## src/rtl/mb8_arbiter_pkg.sv

```systemverilog
// Shared types and defaults for the 8-bit memory-block arbiter.
package mb8_arbiter_pkg;

    typedef enum logic [0:0] {ARB_IDLE, ARB_LOCKED} arb_state_e;

    localparam int unsigned ARB_NREQ = 3;
    localparam int unsigned IW       = $clog2(ARB_NREQ);

    function automatic int unsigned wrap_inc(input int unsigned i, input int unsigned n);
        return (i + 1 >= n) ? 0 : i + 1;
    endfunction

endpackage

```

## src/rtl/mb8_arbiter_if.sv

```systemverilog
// Requester-side bus of the 8-bit memory-block arbiter (packed per-master fields).
interface mb8_arbiter_if #(
    parameter int unsigned NREQ = 3,
    parameter int unsigned ASZ  = 17,
    parameter int unsigned DSZ  = 8
) ();
    logic [NREQ-1:0]     req;
    logic [NREQ-1:0]     we;
    logic [NREQ-1:0]     lock;
    logic [NREQ*ASZ-1:0] addr;
    logic [NREQ*DSZ-1:0] wdata;
    logic [NREQ-1:0]     gnt;
    logic [NREQ-1:0]     rvalid;
    logic [DSZ-1:0]      rdata;

    modport master (output req, we, lock, addr, wdata, input gnt, rvalid, rdata);
    modport slave  (input req, we, lock, addr, wdata, output gnt, rvalid, rdata);
endinterface

```

## src/rtl/mb8_arbiter_rr_pick.sv

```systemverilog
// Round-robin pick: first set bit of mask at or after ptr, wrapping modulo NREQ.
module mb8_arbiter_rr_pick #(
    parameter int unsigned NREQ = 3,
    parameter int unsigned IDXW = $clog2(NREQ)
) (
    input  logic [NREQ-1:0] mask,
    input  logic [IDXW-1:0] ptr,
    output logic [NREQ-1:0] onehot,
    output logic [IDXW-1:0] idx,
    output logic            any
);
    int unsigned j;

    always_comb begin
        onehot = '0;
        idx    = '0;
        any    = 1'b0;
        j      = 0;
        for (int unsigned k = 0; k < NREQ; k++) begin
            j = (32'(ptr) + k) % NREQ;
            if (!any && mask[IDXW'(j)]) begin
                any                 = 1'b1;
                idx                 = IDXW'(j);
                onehot[IDXW'(j)]    = 1'b1;
            end
        end
    end
endmodule

```

## src/rtl/mb8_arbiter.sv

```systemverilog
// Single-port memory-block arbiter: zero-latency issue, optional lock for
// multi-byte transfers bounded by LOCK_MAX, registered one-hot read response.
module mb8_arbiter
    import mb8_arbiter_pkg::*;
#(
    parameter int unsigned NREQ     = ARB_NREQ,
    parameter int unsigned ASZ      = 17,
    parameter int unsigned DSZ      = 8,
    parameter int unsigned PRIO0    = 1,
    parameter int unsigned LOCK_MAX = 8
) (
    input  logic                     clk,
    input  logic                     rst,
    mb8_arbiter_if.slave             bus,
    output logic                     mem_ce,
    output logic                     mem_we,
    output logic [ASZ-1:0]           mem_addr,
    output logic [DSZ-1:0]           mem_wdata,
    input  logic [DSZ-1:0]           mem_rdata,
    output logic [$clog2(NREQ)-1:0]  owner
);
    localparam int unsigned IDXW = $clog2(NREQ);
    localparam int unsigned CW   = $clog2(LOCK_MAX + 1);

    arb_state_e      state_q;
    logic [IDXW-1:0] owner_q, rr_q;
    logic [CW-1:0]   cnt_q;
    logic [NREQ-1:0] rvalid_q;

    logic [NREQ-1:0] pick_onehot, gnt_vec;
    logic [IDXW-1:0] pick_idx, gnt_idx;
    logic            pick_any, gnt_any, prio_hit, lock_exit;

    mb8_arbiter_rr_pick #(
        .NREQ (NREQ),
        .IDXW (IDXW)
    ) u_rr_pick (
        .mask   (bus.req),
        .ptr    (rr_q),
        .onehot (pick_onehot),
        .idx    (pick_idx),
        .any    (pick_any)
    );

    always_comb begin
        gnt_idx  = '0;
        gnt_any  = 1'b0;
        prio_hit = 1'b0;
        if (state_q == ARB_LOCKED) begin
            gnt_idx = owner_q;
            gnt_any = bus.req[owner_q];
        end else if (PRIO0 != 0 && bus.req[0]) begin
            gnt_any  = 1'b1;
            prio_hit = 1'b1;
        end else begin
            gnt_idx = pick_idx;
            gnt_any = pick_any;
        end
    end

    always_comb begin
        gnt_vec   = '0;
        mem_we    = 1'b0;
        mem_addr  = '0;
        mem_wdata = '0;
        for (int unsigned i = 0; i < NREQ; i++) begin
            if (gnt_idx == IDXW'(i)) begin
                gnt_vec[i] = gnt_any;
                mem_we     = gnt_any & bus.we[i];
                mem_addr   = bus.addr[i*ASZ +: ASZ];
                mem_wdata  = bus.wdata[i*DSZ +: DSZ];
            end
        end
    end

    assign mem_ce     = gnt_any;
    assign bus.gnt    = gnt_vec;
    assign bus.rvalid = rvalid_q;
    assign bus.rdata  = mem_rdata;
    assign owner      = owner_q;

    // Leave the lock when the owner stops requesting, drops lock, or hits LOCK_MAX grants.
    assign lock_exit = !gnt_any || !bus.lock[owner_q] || (cnt_q >= CW'(LOCK_MAX - 1));

    always_ff @(posedge clk) begin
        if (rst) begin
            state_q  <= ARB_IDLE;
            owner_q  <= '0;
            rr_q     <= '0;
            cnt_q    <= '0;
            rvalid_q <= '0;
        end else begin
            rvalid_q <= mem_we ? '0 : gnt_vec;
            unique case (state_q)
                ARB_IDLE: begin
                    if (gnt_any) begin
                        owner_q <= gnt_idx;
                        if (bus.lock[gnt_idx] && LOCK_MAX > 1) begin
                            state_q <= ARB_LOCKED;
                            cnt_q   <= CW'(1);
                        end else if (!prio_hit) begin
                            // Fixed-priority grants of req 0 leave the rotation untouched.
                            rr_q <= IDXW'(wrap_inc(32'(gnt_idx), NREQ));
                        end
                    end
                end
                ARB_LOCKED: begin
                    if (lock_exit) begin
                        state_q <= ARB_IDLE;
                        cnt_q   <= '0;
                        rr_q    <= IDXW'(wrap_inc(32'(owner_q), NREQ));
                    end else begin
                        cnt_q <= cnt_q + CW'(1);
                    end
                end
                default: state_q <= ARB_IDLE;
            endcase
        end
    end
endmodule
```

## src/flat_wrapper.sv

```systemverilog
// flat-port wrapper written by rule: the top's interface ports become plain ports
module mb8_arbiter_flat import mb8_arbiter_pkg::*;
#(
    parameter int unsigned NREQ     = ARB_NREQ,
    parameter int unsigned ASZ      = 17,
    parameter int unsigned DSZ      = 8,
    parameter int unsigned PRIO0    = 1,
    parameter int unsigned LOCK_MAX = 8
)
  (clk, rst, mem_ce, mem_we, mem_addr, mem_wdata, mem_rdata, owner, bus_req, bus_we, bus_lock, bus_addr, bus_wdata, bus_gnt, bus_rvalid, bus_rdata);
  mb8_arbiter_if #(.NREQ(NREQ), .ASZ(ASZ), .DSZ(DSZ)) bus_i ();
  input  logic clk;
  input  logic rst;
  output logic mem_ce;
  output logic mem_we;
  output logic [ASZ-1:0] mem_addr;
  output logic [DSZ-1:0] mem_wdata;
  input  logic [DSZ-1:0] mem_rdata;
  output logic [$clog2(NREQ)-1:0] owner;
  input wire logic [$bits(bus_i.req)-1:0] bus_req;
  input wire logic [$bits(bus_i.we)-1:0] bus_we;
  input wire logic [$bits(bus_i.lock)-1:0] bus_lock;
  input wire logic [$bits(bus_i.addr)-1:0] bus_addr;
  input wire logic [$bits(bus_i.wdata)-1:0] bus_wdata;
  output wire logic [$bits(bus_i.gnt)-1:0] bus_gnt;
  output wire logic [$bits(bus_i.rvalid)-1:0] bus_rvalid;
  output wire logic [$bits(bus_i.rdata)-1:0] bus_rdata;
  assign bus_i.req = bus_req;
  assign bus_i.we = bus_we;
  assign bus_i.lock = bus_lock;
  assign bus_i.addr = bus_addr;
  assign bus_i.wdata = bus_wdata;
  assign bus_gnt = bus_i.gnt;
  assign bus_rvalid = bus_i.rvalid;
  assign bus_rdata = bus_i.rdata;
  mb8_arbiter #(.NREQ(NREQ), .ASZ(ASZ), .DSZ(DSZ), .PRIO0(PRIO0), .LOCK_MAX(LOCK_MAX)) u_core (.clk(clk), .rst(rst), .bus(bus_i), .mem_ce(mem_ce), .mem_we(mem_we), .mem_addr(mem_addr), .mem_wdata(mem_wdata), .mem_rdata(mem_rdata), .owner(owner));
endmodule
```

## config.mk

```make
export PLATFORM = sky130hd
export DESIGN_NAME = mb8_arbiter_flat
export DESIGN_NICKNAME = d
export VERILOG_FILES = /design/src/rtl/mb8_arbiter_pkg.sv /design/src/rtl/mb8_arbiter_if.sv /design/src/rtl/mb8_arbiter_rr_pick.sv /design/src/rtl/mb8_arbiter.sv /design/src/flat_wrapper.sv
export SDC_FILE = /design/constraint.sdc
export NUM_CORES = 1
export LEC_CHECK = 0
export CAP_MARGIN = 20
export CORE_MARGIN = 2
export CORE_UTILIZATION = 33
export CTS_BUF_LIST = sky130_fd_sc_hd__clkbuf_16
export DETAILED_ROUTE_END_ITERATION = 10
export PLACE_DENSITY = 0.87
export SYNTH_ARGS = -nofsm -noshare
export SYNTH_HDL_FRONTEND = slang
export SYNTH_SLANG_ARGS = --single-unit
```

## constraint.sdc

```tcl
create_clock -name clk -period 5.14 [get_ports clk]
set_clock_uncertainty 0.2 [all_clocks]
set_input_delay 1.028 -clock clk [delete_from_list [all_inputs] [get_ports clk]]
set_output_delay 1.028 -clock clk [all_outputs]
set_load 0.02 [all_outputs]
```

==> flow_summary_export.csv, run 1 <==
group,metric,value,unit
global_routing,grt_pass1_vias,1766,
worst_setup_path,worstRegToRegCells,10,
global_routing,track_usage,0.2187,
yosys,synthArstFlopShare,0,
cts,cts_buffer_depth,2,
worst_setup_path,cp_data_required_time,3910,ps
die,rows,24,
routing,drtIter0Drc,92,
finish,fin_nets,405,
worst_setup_path,rrSetupSlack,2260,ps
pwr,peakVddDrop,0.1772,mV
yosys,syn_area_per_cell,7.430,um2
cts,tritoncts,"done",
routing,drtPass1Iterations,4,
die,die_h,70.26,um
worst_setup_path,critPathLaunchType,"primary input",
yosys,synth_nets,292,
finish,area_growth,88.77,%
worst_setup_path,worst-setup-path-type,"primary input to primary output",
timing,slew_headroom,0.6699,
finish,final-instance-count-excl-fill,359,
place,gp_congestion,0.9122,
die,dieArea,0.004936,mm2
pwr,cellPowerDensity,277.1,mW/mm2
worst_setup_path,r2r_end,"u_core.rr_q[0]",
pwr,p_leak,0.9588,nW
routing,wirelength,5717,um
global_routing,gr-total-overflow,0,
cts,htreeDepth,1,
hold_path,worstHoldEndpoint,"u_core.cnt_q[3]",
pwr,p_sw,0.3005,mW
timing,max_clock_freq,205.4,MHz
finish,drive_gt1_frac,0.07818,
timing,slew_violations,0,
timing,period_share,0.9473,
die,die_w,70.26,um
place,place_area,0.002656,mm2
yosys,synth_area,0.001449,mm2
yosys,synth_cell_types,46,
yosys,yosys_warnings,0,
timing,timing_hold_violations_final,0,
pwr,seqPwrFrac,0.153,
place,dpl.cell_count,355,
hold_path,hp-start,"u_core.cnt_q[3]",
timing,setup_ws,270.9,ps
routing,vias,1842,
cts,cts_buffers,3,
cts,cts.sinks,12,
routing,postRouteAntennaNets,0,
cts,cts_hold_buf,0,
yosys,ys_top_cells_by_area,"mux2i_1 (19%), dfxtp_1 (17%), nand2_1 (9.1%), o21ai_1 (7.6%), buf_4 (6.2%)",
yosys,ys_seq_elements,12,
place,io_buffers,120,
finish,num-fill-cells,384,
timing,fin_crit,4869,ps
run_status,status,"completed",
place,pre_cts_slack,297.9,ps
die,ios,137,
global_routing,grt_max_degree,26,
pwr,swShare,0.3965,
finish,stdcell_area,0.002735,mm2
yosys,ys.flop_type,"dfxtp_1",
worst_setup_path,cp.arrival,3640,ps
yosys,postSynthCellCount,195,
yosys,synth_commonest_cells,"nand2_1 (35), mux2i_1 (27), o21ai_1 (22)",
yosys,yosysTopAreaCell,"mux2i_1",
yosys,synth.most_common_cell,"nand2_1",
timing,hold-worst-slack,295.2,ps
timing,rsz0062_at_grt,"no",
timing,fin_tns_setup,0,ps
yosys,synth_edf_count,0,
finish,utilization,0.6369,
routing,route.detailed.drc,0,
timing,setup_viol,0,
finish,diodes,0,
worst_setup_path,r2r_start,"u_core.rr_q[0]",
die,initial_core_util,0.3374,
yosys,synth_top_area_frac,0.1865,
cts,cts_setup_buffers,0,
place,hpwlAfterDp,4659,um
routing,viasPerCell,5.131,
pwr,internal-power,0.4574,mW
pwr,p_clk_frac,0.185,
yosys,ys_seq_area_frac,0.1658,
pwr,pwr-share-comb,0.663,
cts,cts.clk_slew.worst_paths,40,ps
pwr,p_total,0.7579,mW
cts,postCtsResizedCells,0,
routing,wl_per_cell,15.92,um
hold_path,whs_path_depth,2,
hold_path,min_path_type,"flop to flop",
worst_setup_path,endpoint_kind,"primary output",
die,core,0.004294,mm2
flow_run,cap_violations,0,
global_routing,antenna_found_initial,0,
cts,root_buffer,"clkbuf_16",
global_routing,grt_pass1_wl,8818,um
worst_setup_path,cp_max_fo,25,
timing,worstMarginPinSlew,493.6,ps
cts,insertion_delay,240,ps
## routing by layer
metal	wire length [um]	global-route usage	share of wire	up-vias
met3	446	0.06061	0.078	4
met1	2432	0.2688	0.43	833
met4	48	0.02991	0.0084	0
met5	0	0	0	-
li1	-	-	-	922
met2	2789	0.3868	0.49	83
## logic make-up (layout without fill, tap and decap cells)
kind of cell	Yosys count	after routing	synth area share
buf+inv	24	136	0.09844
simple gates	69	69	0.2452
mux	28	28	0.1943
compound gates	59	59	0.2703
flops	12	12	0.1658
fa+ha+maj	3	3	0.02591
## power groups by stage
stage | registers, mW | logic [mW] | clock network, mW
after CTS | 0.115 | 0.503 | 0.144
after global placement | 0.116 | 0.492 | 0
after floorplan | 0.115 | 0.275 | 0
final | 0.116 | 0.502 | 0.140
after detailed placement | 0.117 | 0.501 | 0
after global routing | 0.117 | 0.535 | 0.150
## sequential cells by signal, indices dropped and copies added (netlist names)
signal / count
u_core.state_q: 1
u_core.bus.rvalid: 3
u_core.owner: 2
u_core.cnt_q: 4
u_core.rr_q: 2
## critical path: stages
cell             delay [ps]
clkdlybuf4s50_1         630
nor2b_2                 240
o211ai_1                100
and3_4                  210
a21bo_2                 240
a21oi_4                 170
buf_12                  180
nand2_1                  70
o21ai_1                  90
clkdlybuf4s50_1         660
## cells in the final DEF (no fill, tap or decap), types with 2 or more instances in the layout
| master | synthesis | layout |
|---|---|---|
| dfxtp_1 | 12 | 12 |
| nand3_1 | 4 | 4 |
| o21ai_1 | 22 | 22 |
| nor2b_1 | 4 | 4 |
| clkdlybuf4s50_1 | 0 | 120 |
| nor4_1 | 2 | 2 |
| o21ai_0 | 10 | 10 |
| or3_1 | 2 | 2 |
| mux2i_1 | 27 | 27 |
| nand2_1 | 35 | 35 |
| inv_1 | 5 | 5 |
| nand3b_1 | 2 | 2 |
| clkbuf_16 | 0 | 3 |
| o211a_1 | 2 | 2 |
| a211o_1 | 3 | 3 |
| nor2_1 | 7 | 7 |
| a21oi_1 | 8 | 8 |
| ha_1 | 3 | 3 |
| buf_4 | 12 | 6 |
| a211oi_1 | 2 | 2 |
| nand2b_1 | 2 | 2 |
## worst max-delay path by stage
| stage | start | cells past startpoint | to |
|---|---|---|---|
| finish | bus_req[0] | 10 | mem_wdata[0] |
| global route | bus_req[0] | 8 | mem_addr[4] |
| CTS | bus_req[0] | 10 | mem_wdata[0] |
| detailed placement | bus_req[0] | 8 | mem_addr[1] |
| global placement | bus_req[0] | 8 | mem_addr[1] |
| floorplan | bus_req[1] | 8 | mem_addr[13] |
## cell type report
cell class | instances | area (um2) | share of cell area
multi-input combinational | 159 | 1066 | 0.3898
inverter | 5 | 18.77 | 0.006862
clock buffer | 3 | 75.07 | 0.02745
sequential | 12 | 240.2 | 0.08783
timing repair buffer | 127 | 1266 | 0.4629
tap | 52 | 65.06 | 0.02379
clock inverter | 1 | 3.754 | 0.001372
Note: power is estimated with default switching activity, not from simulation.
==> run 2, diff against run 1 <==
Settings changed: CORE_UTILIZATION 33 to 29, PLACE_DENSITY 0.87 to 0.78.
==> run 2 against run 1 <==
Compared with the run above:
- non-clock buffer count shrank 1
- first-iteration DRC count is 48% lower
- cell count rose by 3.9%
- maximum frequency increased by 1.8%
- sequential power barely moved
- critical path depth is 1 lower
- worst hold slack worse by 2.5 ps
- power shrank 0.30%
- global-route usage decreased by 2.9 points
- largest cell class unchanged
- utilization down 6.3 points
- critical path type unchanged
- sequential share of layout area barely moved
==> flow_summary_export.csv, run 2 (synthesis results as in run 1) <==
group,metric,value,unit
run_status,status,"completed",
pwr,peakVddDrop,0.1861,mV
finish,top_register,"u_core.cnt_q",
die,die_w,74.69,um
global_routing,grt_pass1_wl,8224,um
worst_setup_path,cp.arrival,3560,ps
timing,rsz0062_at_grt,"no",
worst_setup_path,cp_top_family,"buffers and inverters",
worst_setup_path,crit_top_cell,"clkdlybuf4s50_1",
global_routing,track_usage,0.1895,
worst_setup_path,worst-setup-path-type,"primary input to primary output",
routing,wl_per_cell,15.33,um
finish,final_common_cell,"clkdlybuf4s50_1",
timing,setup_viol,0,
cts,cts.sinks,12,
worst_setup_path,rrSetupSlack,2620,ps
die,ios,137,
worst_setup_path,cp_slowest_cell,"clkdlybuf4s50_1",
die,die_h,74.69,um
die,rows,25,
place,io_buffers,120,
hold_path,whs_path_depth,2,
routing,drtIter0Drc,48,
timing,slew_headroom,0.6678,
timing,fin_crit,4784,ps
die,dieArea,0.005578,mm2
finish,fin_nets,404,
cts,cts_setup_buffers,0,
cts,tritoncts,"done",
finish,diodes,0,
worst_setup_path,r2r_end,"u_core.rr_q[0]",
hold_path,min_path_type,"flop to flop",
die,initial_core_util,0.3027,
finish,layout_common_cells,"clkdlybuf4s50_1 (120), nand2_1 (35), mux2i_1 (27), o21ai_1 (22), dfxtp_1 (12)",
timing,hold-worst-slack,292.8,ps
place,gp_congestion,0.8108,
cts,cts.clk_slew.worst_paths,40,ps
pwr,p_leak,0.9540,nW
die,core,0.004786,mm2
flow_run,cap_violations,0,
timing,timing_hold_violations_final,0,
worst_setup_path,worst-path-stages,9,
finish,multi_input_area,0.001066,mm2
cts,cts_buffers,3,
timing,max_clock_freq,209.0,MHz
worst_setup_path,critPathLaunchType,"primary input",
cts,insertion_delay,240,ps
finish,seqCellArea,240.2,um2
pwr,cellPowerDensity,275.1,mW/mm2
worst_setup_path,worstRegToRegCells,9,
global_routing,grt_pass1_vias,1689,
worst_setup_path,endpoint_kind,"primary output",
worst_setup_path,path_cells,"clkdlybuf4s50_1 -> nor4b_2 -> o21ai_2 -> a21bo_2 -> a21oi_4 -> buf_4 -> nand2_1 -> o21ai_1 -> clkdlybuf4s50_1",
finish,drive_gt1_frac,0.07516,
global_routing,antenna_found_initial,0,
worst_setup_path,worst-path-buf-inv,3,
finish,largest_reg_flops,4,
global_routing,grt_max_degree,23,
hold_path,worstHoldEndpoint,"u_core.cnt_q[3]",
finish,utilization,0.5739,
place,hpwlAfterDp,4659,um
cts,htreeDepth,1,
routing,viasPerCell,4.973,
hold_path,hp-start,"u_core.cnt_q[3]",
cts,postCtsResizedCells,0,
worst_setup_path,cp_data_required_time,3910,ps
timing,fin_tns_setup,0,ps
routing,vias,1855,
finish,area_growth,89.55,%
timing,period_share,0.9307,
cts,cts_buffer_depth,2,
timing,worstMarginPinSlew,496.7,ps
routing,drtPass1Iterations,4,
worst_setup_path,r2r_start,"u_core.rr_q[0]",
routing,route.detailed.drc,0,
global_routing,gr-total-overflow,0,
finish,num-fill-cells,439,
routing,postRouteAntennaNets,0,
worst_setup_path,cp_max_fo,17,
worst_setup_path,cpPeakStageDelay,640,ps
cts,cts_hold_buf,0,
routing,wirelength,5719,um
timing,slew_violations,0,
cts,root_buffer,"clkbuf_16",
## run 2: area by class of cell
type,count,share of cell area
Timing Repair Buffer,126,0.4583
Multi-Input combinational cell,159,0.3882
Sequential cell,12,0.08747
Tap cell,67,0.03052
Clock buffer,3,0.02733
Inverter,5,0.006834
Clock inverter,1,0.001367
## run 2: worst max-delay path by stage
stage,to,start
final,mem_wdata[0],bus_req[1]
after global routing,mem_addr[2],bus_req[2]
after CTS,mem_wdata[0],bus_req[1]
after detailed placement,mem_wdata[0],bus_req[1]
after global placement,mem_wdata[0],bus_req[1]
after floorplan,mem_addr[13],bus_req[1]
## run 2: per-stage QoR
stage	area [um2]	instances	total power [mW]	worst slack, ps
2_1_floorplan	1449	195	0.3902	1366
3_3_place_gp	2668	369	0.6103	403.5
3_5_place_dp	2668	369	0.6154	384.5
4_1_cts	2746	373	0.7621	373.8
5_1_grt	2746	373	0.8024	165.8
6_report	2746	373	0.7556	356.4
## run 2: power breakdown
part           internal (mW)  total (mW)  switching, mW
clock network          0.102       0.142         0.0400
registers              0.103       0.116         0.0129
logic                  0.249       0.497          0.248
total                  0.455       0.756          0.301
## run 2: tightest hold or removal path, delay by kind of cell, from the launching register on
family / cells / cell delay, ps
flip-flops: 1 / 300
AO/OA/AOI/OAI: 2 / 140
## run 2: routing by layer
metal | GRT usage | routed length, um
met5 | 0 | 0
met1 | 0.2286 | 2313
met2 | 0.3314 | 2734
met4 | 0.04167 | 81
met3 | 0.05890 | 589
